--- src/rtl/snake_input_ctrl.sv ---
// snake_input_ctrl: board-side input conditioning for the Snake game.
// Each of the four active-low direction buttons and the active-low pause button
// passes through its own synchroniser and its own debounce FSM. The debounced
// levels feed three registered outputs:
//   - o_Push      : priority-encoded, active-low direction (lowest index wins)
//   - o_Press_Evt : one-cycle pulse whenever o_Push takes a new pressed value
//   - o_Pause     : pause state, toggled by each press of the pause button
module snake_input_ctrl #(
    parameter int SYNC_STAGES = 2,
    parameter int DEB_CLK     = 1_000,
    parameter int CNT_W       = 20
) (
    input  logic       i_Clk,
    input  logic       i_Rst,
    input  logic [3:0] i_Btn,
    input  logic       i_Pause_Btn,
    input  logic       i_Pause_Clr,
    output logic [3:0] o_Push,
    output logic       o_Pause,
    output logic       o_Press_Evt
);

    localparam int N_IN = 5;

    typedef enum logic {
        ST_STABLE   = 1'b0,
        ST_CHANGING = 1'b1
    } deb_state_t;

    // Bit 4 is the pause button; bits 3:0 are the direction buttons.
    logic [N_IN-1:0] raw_in;
    logic [N_IN-1:0] deb_vec;

    assign raw_in = {i_Pause_Btn, i_Btn};

    generate
        for (genvar gi = 0; gi < N_IN; gi++) begin : g_in
            logic [SYNC_STAGES-1:0] sync_reg;
            logic                   sync_lvl;
            deb_state_t             state_reg;
            logic [CNT_W-1:0]       cnt_reg;
            logic                   deb_reg;

            // Synchroniser chain; resets to the released level (1).
            always_ff @(posedge i_Clk or negedge i_Rst) begin
                if (!i_Rst) begin
                    sync_reg <= '1;
                end else begin
                    sync_reg <= {sync_reg[SYNC_STAGES-2:0], raw_in[gi]};
                end
            end

            assign sync_lvl = sync_reg[SYNC_STAGES-1];

            // Debounce FSM: accept a new level only after DEB_CLK consecutive
            // differing samples; any return to the old level restarts the count.
            always_ff @(posedge i_Clk or negedge i_Rst) begin
                if (!i_Rst) begin
                    state_reg <= ST_STABLE;
                    cnt_reg   <= '0;
                    deb_reg   <= 1'b1;
                end else begin
                    case (state_reg)
                        ST_STABLE: begin
                            if (sync_lvl != deb_reg) begin
                                state_reg <= ST_CHANGING;
                                cnt_reg   <= CNT_W'(1);
                            end else begin
                                cnt_reg   <= '0;
                            end
                        end
                        ST_CHANGING: begin
                            if (sync_lvl == deb_reg) begin
                                // Glitch: level came back before it was accepted.
                                state_reg <= ST_STABLE;
                                cnt_reg   <= '0;
                            end else if (cnt_reg == CNT_W'(DEB_CLK - 1)) begin
                                deb_reg   <= sync_lvl;
                                state_reg <= ST_STABLE;
                                cnt_reg   <= '0;
                            end else begin
                                cnt_reg   <= cnt_reg + CNT_W'(1);
                            end
                        end
                        default: begin
                            state_reg <= ST_STABLE;
                            cnt_reg   <= '0;
                        end
                    endcase
                end
            end

            assign deb_vec[gi] = deb_reg;
        end
    endgenerate

    logic [3:0] push_next;
    logic       evt_next;
    logic [3:0] push_reg;
    logic       evt_reg;
    logic       pause_reg;
    logic       pause_prev_reg;

    // Priority encode the debounced directions: the lowest pressed index wins,
    // so scan from the top and let lower indices overwrite.
    always_comb begin
        push_next = 4'b1111;
        for (int k = 3; k >= 0; k--) begin
            if (!deb_vec[k]) begin
                push_next    = 4'b1111;
                push_next[k] = 1'b0;
            end
        end
        evt_next = (push_next != push_reg) && (push_next != 4'b1111);
    end

    // Registered direction output and its press event, aligned to the same cycle.
    always_ff @(posedge i_Clk or negedge i_Rst) begin
        if (!i_Rst) begin
            push_reg <= 4'b1111;
            evt_reg  <= 1'b0;
        end else begin
            push_reg <= push_next;
            evt_reg  <= evt_next;
        end
    end

    // Pause state: toggle on each debounced press (1->0), clear wins over toggle.
    always_ff @(posedge i_Clk or negedge i_Rst) begin
        if (!i_Rst) begin
            pause_prev_reg <= 1'b1;
            pause_reg      <= 1'b0;
        end else begin
            pause_prev_reg <= deb_vec[4];
            if (i_Pause_Clr) begin
                pause_reg <= 1'b0;
            end else if (pause_prev_reg && !deb_vec[4]) begin
                pause_reg <= ~pause_reg;
            end
        end
    end

    assign o_Push      = push_reg;
    assign o_Press_Evt = evt_reg;
    assign o_Pause     = pause_reg;

endmodule

--- config.mk ---
export PLATFORM = sky130hd
export DESIGN_NAME = snake_input_ctrl
export DESIGN_NICKNAME = d
export VERILOG_FILES = /design/src/rtl/snake_input_ctrl.sv
export SDC_FILE = /design/constraint.sdc
export NUM_CORES = 1
export LEC_CHECK = 0
export CAP_MARGIN = 20
export CORE_ASPECT_RATIO = 1.1
export CORE_MARGIN = 2
export CORE_UTILIZATION = 52
export CTS_CLUSTER_DIAMETER = 200
export DETAILED_ROUTE_END_ITERATION = 10
export PLACE_DENSITY = 0.74
export SLEW_MARGIN = 20
export SYNTH_ARGS = -nofsm -noshare
export SYNTH_HDL_FRONTEND = slang
export SYNTH_SLANG_ARGS = --single-unit
--- constraint.sdc ---
create_clock -name i_Clk -period 3.22 [get_ports i_Clk]
set_clock_uncertainty 0.05 [all_clocks]
set_input_delay 0.644 -clock i_Clk [delete_from_list [all_inputs] [get_ports i_Clk]]
set_output_delay 0.644 -clock i_Clk [all_outputs]
set_load 0.1 [all_outputs]
==> impl_metrics.json, run 1 <==
{
  "yosysTopAreaCell": "dfrtp_1",
  "hp-class": "in2async",
  "grt_overflow": 0,
  "drc": 0,
  "fin_crit_ps": 2100,
  "end_kind": "register",
  "syn_area_um2": 6350,
  "clkSinkCount": 127,
  "synth_async_sr_flop_share_pct": 100,
  "worstPathArrival_ps": 2350,
  "path_class": "reg2reg",
  "fillers": 995,
  "fin_cells": 787,
  "drtIter0Drc": 304,
  "start_kind": "register",
  "power_switching_mw": 0.797,
  "path_clk_slew_ps": 60,
  "start_util_pct": 53.0,
  "synth.top_cell.area_share_pct": 42.2,
  "ios": 14,
  "synth_ff_type": "dfrtp_1",
  "syn_area_per_cell_um2": 10.6,
  "antenna_found_initial": 0,
  "seqPwrFrac_pct": 45.4,
  "ys_ff_latch": 127,
  "num_antenna_cells": 0,
  "synth_warnings": 0,
  "synth_edf_count": 0,
  "placed_cells": 755,
  "largest_register_ffs": 100,
  "ir_drop_mv": 0.351,
  "rr_worst_depth": 6,
  "cap_violations": 0,
  "hold_viol": 0,
  "crit_path_max_fanout": 9,
  "fmax_mhz": 477,
  "numPortBuffers": 13,
  "worstSetupPathDepth": 6,
  "clk_latency_ps": 420,
  "synth_seq_area_share_pct": 50.5,
  "ys_types": 63,
  "period_share_pct": 65.1,
  "grt_use_total_pct": 20.3,
  "slew_headroom_pct": 52.6,
  "outcome": "complete, no violations",
  "die_height_um": 120,
  "cts_hold_buf": 0,
  "p_int_mw": 2.81,
  "report.final.slew_viol_count": 0,
  "crit_slowest_cell": "o41ai_4",
  "worst-path-buf-inv": 1,
  "final_cell_mix": "dfrtp_1, nor2_1, xnor2_1",
  "grt_pass1_wl_mm": 21.1,
  "yosys-top-cells-area": "dfrtp_1, xnor2_1, dfstp_2, nor2_1, nor4_1",
  "crit_path_max_incr_delay_ps": 530,
  "reg2reg_to": "g_in[2].cnt_reg[15]",
  "numCtsBuffers": 17,
  "gp_congestion": 0.817,
  "htreeDepth": 4,
  "synth_nets": 612,
  "drive_above_1_share_pct": 17.1,
  "switching_share_pct": 22.1,
  "drt-vias-per-instance": 5.79,
  "dpl.hpwl_mm": 7.97,
  "first_pass_iters": 4,
  "fp.dieArea_um2": 13100,
  "post_cts_resized": 0,
  "layout_commonest_cell": "dfrtp_1",
  "grt_max_degree": 128,
  "fin_setup_tns_ps": 0,
  "cts_tree": "done",
  "cp_cell_sequence": "ha_1 -> nand4_4 -> nand4b_4 -> o41ai_4 -> buf_4 -> nor2_2",
  "first_global_vias": 4576,
  "rr_startpoint": "g_in[2].cnt_reg[0]",
  "cp_top_family": "compound AO/OA/AOI/OAI gates",
  "reg2reg_slack_ps": 1120,
  "wl_per_cell_um": 15.4,
  "setup_violations": 0,
  "chipWidth_um": 109,
  "powerDensity_nw_per_um2": 502,
  "wirelength_mm": 12.1,
  "vias": 4554,
  "ant_nets": 0,
  "nets": 633,
  "clockBufferDepth": 2,
  "worst_pin_slew_ps": 711,
  "rsz0062_at_grt": "no",
  "p_clk_share_pct": 52.0,
  "synthCells": 599,
  "cp.required_ps": 3470,
  "syn2layout_area_growth_pct": 13.2,
  "combPwrFrac_pct": 2.6,
  "rows": 42,
  "cts-root-buf": "clkbuf_16",
  "core_um2": 12000,
  "postCtsSetupRepairBufs": 0,
  "p_leak_nw": 2.76
}
cells in the mapped netlist (2+ instances only):
library cell	instances
o21ai_0	7
mux2_2	3
ha_1	5
nor4bb_1	2
xnor2_1	64
a211oi_1	9
clkbuf_1	2
dfrtp_1	107
nor4_1	27
nand3_2	2
xor2_1	14
a21oi_1	9
inv_1	18
buf_2	7
and4_1	7
nor3b_1	2
and4bb_2	2
nor2_2	10
nand4_4	3
a21o_1	2
buf_6	3
nor4_4	5
and2_1	4
and3_1	8
o2111a_1	2
nor4_2	3
mux2i_1	5
nand3_1	30
nor4b_2	2
nand3b_1	2
nor2b_1	4
nor2_1	96
or2_2	3
nand2_1	27
nor4b_1	4
nand4_1	22
nor3_2	3
dfstp_2	20
or4_1	3
a21bo_2	2
nor3_1	27
final cells by class:
type	count	area [um2]	area share, %
clock inverters	13	141	1.97
repair buffers	15	140	1.95
inverters	18	67.6	0.941
flip-flops and latches	127	3200	44.6
clock buffers	19	443	6.17
multi-input cells	441	2990	41.7
well taps	154	193	2.68
worst register-to-register path, delay by kind of cell, from the launching register on:
family          cells  cell delay, ps
fa+ha+maj           1             290
compound gates      1             530
buf+inv             1             300
simple gates        3             440
flops               1             390
routing by layer:
metal | vias up | GRT usage, % | wire (um)
met4 | 0 | 7.36 | 260
met2 | 79 | 32.9 | 6050
met5 | - | 0 | 0
met1 | 2265 | 26.0 | 5460
li1 | 2190 | - | -
met3 | 20 | 5.49 | 361
worst max-delay path by stage:
stage	start	end	slack, ps
after floorplan	g_in[2].cnt_reg[0]	g_in[2].cnt_reg[10]	1470
after global placement	g_in[2].cnt_reg[0]	g_in[2].cnt_reg[9]	1220
after detailed placement	g_in[2].cnt_reg[0]	g_in[2].cnt_reg[9]	1120
after CTS	g_in[2].cnt_reg[0]	g_in[2].cnt_reg[14]	1120
after global routing	g_in[2].cnt_reg[0]	g_in[2].cnt_reg[12]	980
final	g_in[2].cnt_reg[0]	g_in[2].cnt_reg[15]	1120
per-stage QoR:
stage | setup slack (ps) | hold WS (ps) | power, mW | cell area (um2) | util [%]
floorplan | 1470 | 295 | 1.71 | 6350 | -
global placement | 1220 | 297 | 1.76 | 6600 | 55.1
detailed placement | 1120 | 297 | 1.76 | 6600 | 55.1
CTS | 1120 | 306 | 3.65 | 7180 | 59.9
global route | 979 | 278 | 3.73 | 7180 | 59.9
finish | 1120 | 259 | 3.60 | 7180 | 59.9
power by group through the flow:
stage	Combinational [mW]	Clock, mW	Sequential, mW
detailed placement	0.0966	0	1.66
CTS	0.0973	1.92	1.64
floorplan	0.0475	0	1.66
finish	0.0940	1.87	1.64
global placement	0.0939	0	1.66
global route	0.108	1.99	1.64
cells by family (layout without fill, tap and decap cells):
group                    count (synthesis)  after routing  share of synthesized area, %
multiplexers                            10             10                          1.73
AO/OA/AOI/OAI                           41             41                          5.01
AND/OR/NAND/NOR                        307            307                          28.7
flip-flops                             127            127                          50.5
buffers and inverters                   31             65                          2.35
adder cells (fa/ha/maj)                  5              5                         0.986
XOR/XNOR                                78             78                          10.8
(Power assumes the default switching activity.)
==> run 2: changes to the inputs <==
==> constraint.sdc (replaced) <==
create_clock -name i_Clk -period 2.1 [get_ports i_Clk]
set_clock_uncertainty 0.05 [all_clocks]
set_input_delay 0.42 -clock i_Clk [delete_from_list [all_inputs] [get_ports i_Clk]]
set_output_delay 0.42 -clock i_Clk [all_outputs]
set_load 0.1 [all_outputs]
==> run 2 against run 1 <==
- combinational power is 74% higher
- global-route usage is 0.56 points higher
- register-to-register slack worse by 920 ps
- non-clock buffer count is 9 higher
- core utilization is 2.0 points higher
- total power is 67% higher
==> impl_metrics.json, run 2 (synthesis results as in run 1) <==
{
  "num_antenna_cells": 0,
  "path_clk_slew_ps": 50,
  "first_global_vias": 4705,
  "clk_latency_ps": 420,
  "die_height_um": 120,
  "end_kind": "register",
  "fillers": 960,
  "outcome": "complete, no violations",
  "numPortBuffers": 13,
  "worstPathArrival_ps": 2190,
  "ios": 14,
  "hold_viol": 0,
  "antenna_found_initial": 0,
  "fin_crit_ps": 1900,
  "grt_overflow": 0,
  "rsz0062_at_grt": "no",
  "fin_setup_tns_ps": 0,
  "ir_drop_mv": 0.570,
  "hp-class": "reg2reg",
  "dpl.hpwl_mm": 8.21,
  "crit_path_max_fanout": 5,
  "grt_use_total_pct": 20.9,
  "numCtsBuffers": 17,
  "p_leak_nw": 2.90,
  "wl_per_cell_um": 15.2,
  "worst_pin_slew_ps": 542,
  "switching_share_pct": 19.3,
  "p_int_mw": 4.86,
  "vias": 4591,
  "final_cell_mix": "dfrtp_1, nor2_1, xnor2_1",
  "setup_violations": 0,
  "cp.required_ps": 2390,
  "power_switching_mw": 1.16,
  "core_um2": 12000,
  "slew_headroom_pct": 63.6,
  "wirelength_mm": 12.1,
  "nets": 642,
  "gp_congestion": 0.844,
  "clockBufferDepth": 2,
  "path_class": "reg2reg",
  "grt_max_degree": 51,
  "drc": 0,
  "report.final.slew_viol_count": 0,
  "post_cts_resized": 0,
  "fin_ws_ps": 203,
  "ant_nets": 0,
  "grt_pass1_wl_mm": 21.5,
  "period_share_pct": 90.3,
  "cap_violations": 0,
  "syn2layout_area_growth_pct": 17.0,
  "p_clk_share_pct": 55.6,
  "clkSinkCount": 127,
  "combPwrFrac_pct": 2.7,
  "drtIter0Drc": 305,
  "chipWidth_um": 109,
  "largest_register_ffs": 100,
  "powerDensity_nw_per_um2": 812,
  "fp.dieArea_um2": 13100,
  "start_util_pct": 53.0,
  "drt-vias-per-instance": 5.77,
  "cts-root-buf": "clkbuf_16",
  "layout_commonest_cell": "dfrtp_1",
  "fmax_mhz": 527,
  "dp_slack_ps": 235,
  "first_pass_iters": 5,
  "drive_above_1_share_pct": 17.9,
  "cts_tree": "done",
  "seqPwrFrac_pct": 41.6,
  "start_kind": "register",
  "rows": 42,
  "htreeDepth": 4
}
==> run 2: changes by cell type in the layout (fill, tap and decap cells not counted), sizes merged <==
cell / delta
inv: +1
buf: +8
bufinv: +4
clkbuf: +3
clkinvlp: -5
dlygate4sd3: +1
clkinv: -3
==> run 2: metrics by stage <==
| stage | power (mW) | instance area [um2] | hold slack (ps) | utilization (%) | instances |
|---|---|---|---|---|---|
| 5_1_grt | 6.22 | 7420 | 313 | 62.0 | 796 |
| 2_1_floorplan | 2.62 | 6350 | 74.4 | - | 599 |
| 6_report | 6.03 | 7420 | 305 | 62.0 | 796 |
| 4_1_cts | 6.09 | 7420 | 306 | 62.0 | 796 |
| 3_5_place_dp | 2.72 | 6730 | 298 | 56.2 | 763 |
| 3_3_place_gp | 2.71 | 6730 | 296 | 56.2 | 763 |
==> run 2: layer usage <==
layer	wire length [um]	part of all wire (%)	vias up	GRT usage (%)
met5	0	0	-	0
met4	217	1.8	0	8.47
li1	-	-	2207	-
met2	5980	49	104	33.0
met3	533	4.4	17	6.90
met1	5370	44	2263	26.3
==> run 2: layout make-up <==
cell class              count  area [um2]  area share (%)
well taps                 154         193            2.60
multi-input cells         441        2990            40.3
clock inverters            10         206            2.78
flip-flops and latches    127        3200            43.1
clock buffers              22         474            6.39
repair buffers             24         285            3.84
inverters                  18        67.6           0.910
==> run 2: worst max-delay path: stages (launching register included) <==
cell     delay, ps
dfrtp_1        440
or4_1          560
nor4_2         220
and3_4         260
mux2_4         290
==> run 2: path summary, 6_finish.rpt <==
kind | slack (ps) | to | cells after the start | start
hold reg to reg | 300 | g_in[1].sync_reg[1] | 0 | g_in[1].sync_reg[0]
setup reg to reg | 200 | g_in[1].deb_reg | 4 | g_in[1].cnt_reg[13]
max in group asynchronous | 870 | g_in[4].sync_reg[0] | 3 | i_Rst
hold / removal | 300 | g_in[1].sync_reg[1] | 0 | g_in[1].sync_reg[0]
setup / recovery | 200 | g_in[1].deb_reg | 4 | g_in[1].cnt_reg[13]
min in group asynchronous | 450 | g_in[3].cnt_reg[12] | 2 | i_Rst
==> run 2: power groups by stage <==
| stage | Clock (mW) | Combinational [mW] | Sequential (mW) |
|---|---|---|---|
| after floorplan | 0 | 0.0728 | 2.54 |
| after global placement | 0 | 0.160 | 2.55 |
| after detailed placement | 0 | 0.165 | 2.55 |
| after CTS | 3.41 | 0.169 | 2.51 |
| after global routing | 3.51 | 0.188 | 2.51 |
| final | 3.35 | 0.164 | 2.51 |
==> run 2: timing repair <==
| action | in CTS | in global routing |
|---|---|---|
| hold buffers | 1 | 0 |
| endpoints found under the setup margin | 0 | 0 |
| hold endpoints to repair | 28 | 0 |
| setup buffers | 0 | 0 |
==> variant: new RTL, settings of run 2 <==
Put one more register stage on the output `o_Push`, without a reset. The value now appears one clock later. The other outputs are not delayed to match. Comments in the files are not updated.
--- a/src/rtl/snake_input_ctrl.sv
+++ b/src/rtl/snake_input_ctrl.sv
@@ -140,7 +140,9 @@
         end
     end
 
-    assign o_Push      = push_reg;
+    always_ff @(posedge i_Clk) begin
+        o_Push <= push_reg;
+    end
     assign o_Press_Evt = evt_reg;
     assign o_Pause     = pause_reg;
 
Behaviour: same outputs for any inputs over 10 cycles, from zero or initial values and one cycle with i_Rst low; that may be too few to reach the edited logic, so the function may still have changed.
==> variant against run 2 <==
Via count rose by 0.11%. Sequential share of layout area grew 1.4 points. Sequential cell count grew 4. Count of clock-buffer cells in the layout stayed put. Setup slack worse by 0.037 ns. Maximum frequency is 1.9% lower. Global-route usage decreased by 0.49 points. Sequential power increased by 3%. Area after synthesis is 1.3% higher. Design area is 0.79% lower. Core utilization is 0.76 points lower. Routed wire length is 0.26% lower. Total power fell by 4.8%. Critical path type unchanged. Highest routed layer unchanged.
==> variant: results <==
[setup_path]
crit_family = simple AND/OR/NAND/NOR gates
r2r_cells = 5
reg2reg_from = g_in[0].cnt_reg[0]
cp.arrival_ns = 2.19
crit_slowest_cell = nor4_1
slowest_delay_ns = 0.56
cp_max_fo = 9
r2r_slack_ns = 0.17
regToRegEndpoint = g_in[0].cnt_reg[14]

[routing]
via_per_inst = 5.75
drt_iter0_drc = 326
wire_per_inst_um = 15.1
dr.pass1.iters = 4
wirelength_met1_mm = 5.37
route.met2.wl_mm = 5.99
wl_met3_um = 396

[clock_network]
insertion_delay_ns = 0.42
post-cts-setup-buffer-count = 0
path_clk_slew_ns = 0.05
numCtsBuffers = 17

[layout]
largest_reg_flops = 100
final_nets = 646
final_layout_size_suffix_gt1_share_pct = 17.8
fillers = 943

[logic_synthesis]
synth_nets = 616
synth_cell_types = 64
yosysSeqAreaShare_pct = 51.1
synthMuxAreaShare_pct = 1.71
yosys-top-cells-area = dfrtp_1 (42%), xnor2_1 (8.7%), dfstp_2 (8.2%)
synth_fa_ha_area_share_pct = 0.974
synth_xor_area_share_pct = 10.6
synth_warnings = 0
synth_ff_type = dfrtp_1
synth_common_cells = dfrtp_1 (107), nor2_1 (96), xnor2_1 (64), nand3_1 (30)
synth_compound_area_share_pct = 4.95
async_reset_ff_share_pct = 96.9

[hold_path]
hp-class = reg2reg
min_to = g_in[4].sync_reg[1]
hp-start = g_in[4].sync_reg[0]

[global_route]
use_met1_pct = 25.3
grt_max_degree = 45
grt_pass1_wl_mm = 21.3
grt_pass1_vias = 4683
use_met2_pct = 32.9
grt_usage_pct = 20.4
grt_use_met3_pct = 5.07
antenna_found_initial = 0

[pwr]
leakagePower_uw = 0.00287
ir_drop_v = 0.000605

[timing]
worst_pin_slew_ns = 0.482

[placement]
dpl.hpwl_mm = 8.30
gp_congestion = 0.820

[run_status]
status = finished, final reports clean
-- variant: area by class of cell --
cell class	instances	share of cell area, %
Clock buffer	22	6.44
Tap cell	154	2.62
Inverter	18	0.917
Multi-Input combinational cell	441	40.7
Sequential cell	131	44.6
Clock inverter	10	1.77
Timing Repair Buffer	24	3.02
-- variant: power by group --
group | switching (uW) | internal [uW]
sequential | 22.4 | 2560
clock | 1050 | 1950
combinational | 104 | 55.1
-- variant: through the flow --
step	utilization (%)	hold WS (ns)	setup slack [ns]	cells	area, sq um
after floorplan	-	0.0744	0.347	603	6430
after global placement	56.1	0.291	0.292	767	6750
after detailed placement	56.1	0.295	0.235	767	6750
after CTS	61.2	0.303	0.221	800	7360
after global routing	61.2	0.303	0.0491	800	7360
final	61.2	0.303	0.166	800	7360
-- variant: repair_timing --
item	in CTS	in global routing
hold buffers	1	0
resized for setup	0	0
hold endpoints to repair	20	0
-- variant: worst register-to-register path: stages (launching register included) --
cell and delay (ns):
dfrtp_1 0.41, ha_1 0.23, nand3_1 0.31, nor4_1 0.56, xnor2_1 0.19, nor2_1 0.07
-- variant: how the worst max path moves through the flow --
| stage | start | end | slack (ns) | cells after the start |
|---|---|---|---|---|
| after detailed placement | g_in[4].cnt_reg[0] | g_in[4].deb_reg | 0.23 | 5 |
| after CTS | g_in[0].cnt_reg[0] | g_in[0].cnt_reg[14] | 0.22 | 5 |
| after global routing | g_in[4].cnt_reg[0] | g_in[4].deb_reg | 0.05 | 5 |
| after floorplan | g_in[2].cnt_reg[0] | g_in[2].cnt_reg[10] | 0.35 | 6 |
| after global placement | g_in[1].cnt_reg[13] | g_in[1].deb_reg | 0.29 | 4 |
| final | g_in[0].cnt_reg[0] | g_in[0].cnt_reg[14] | 0.17 | 5 |
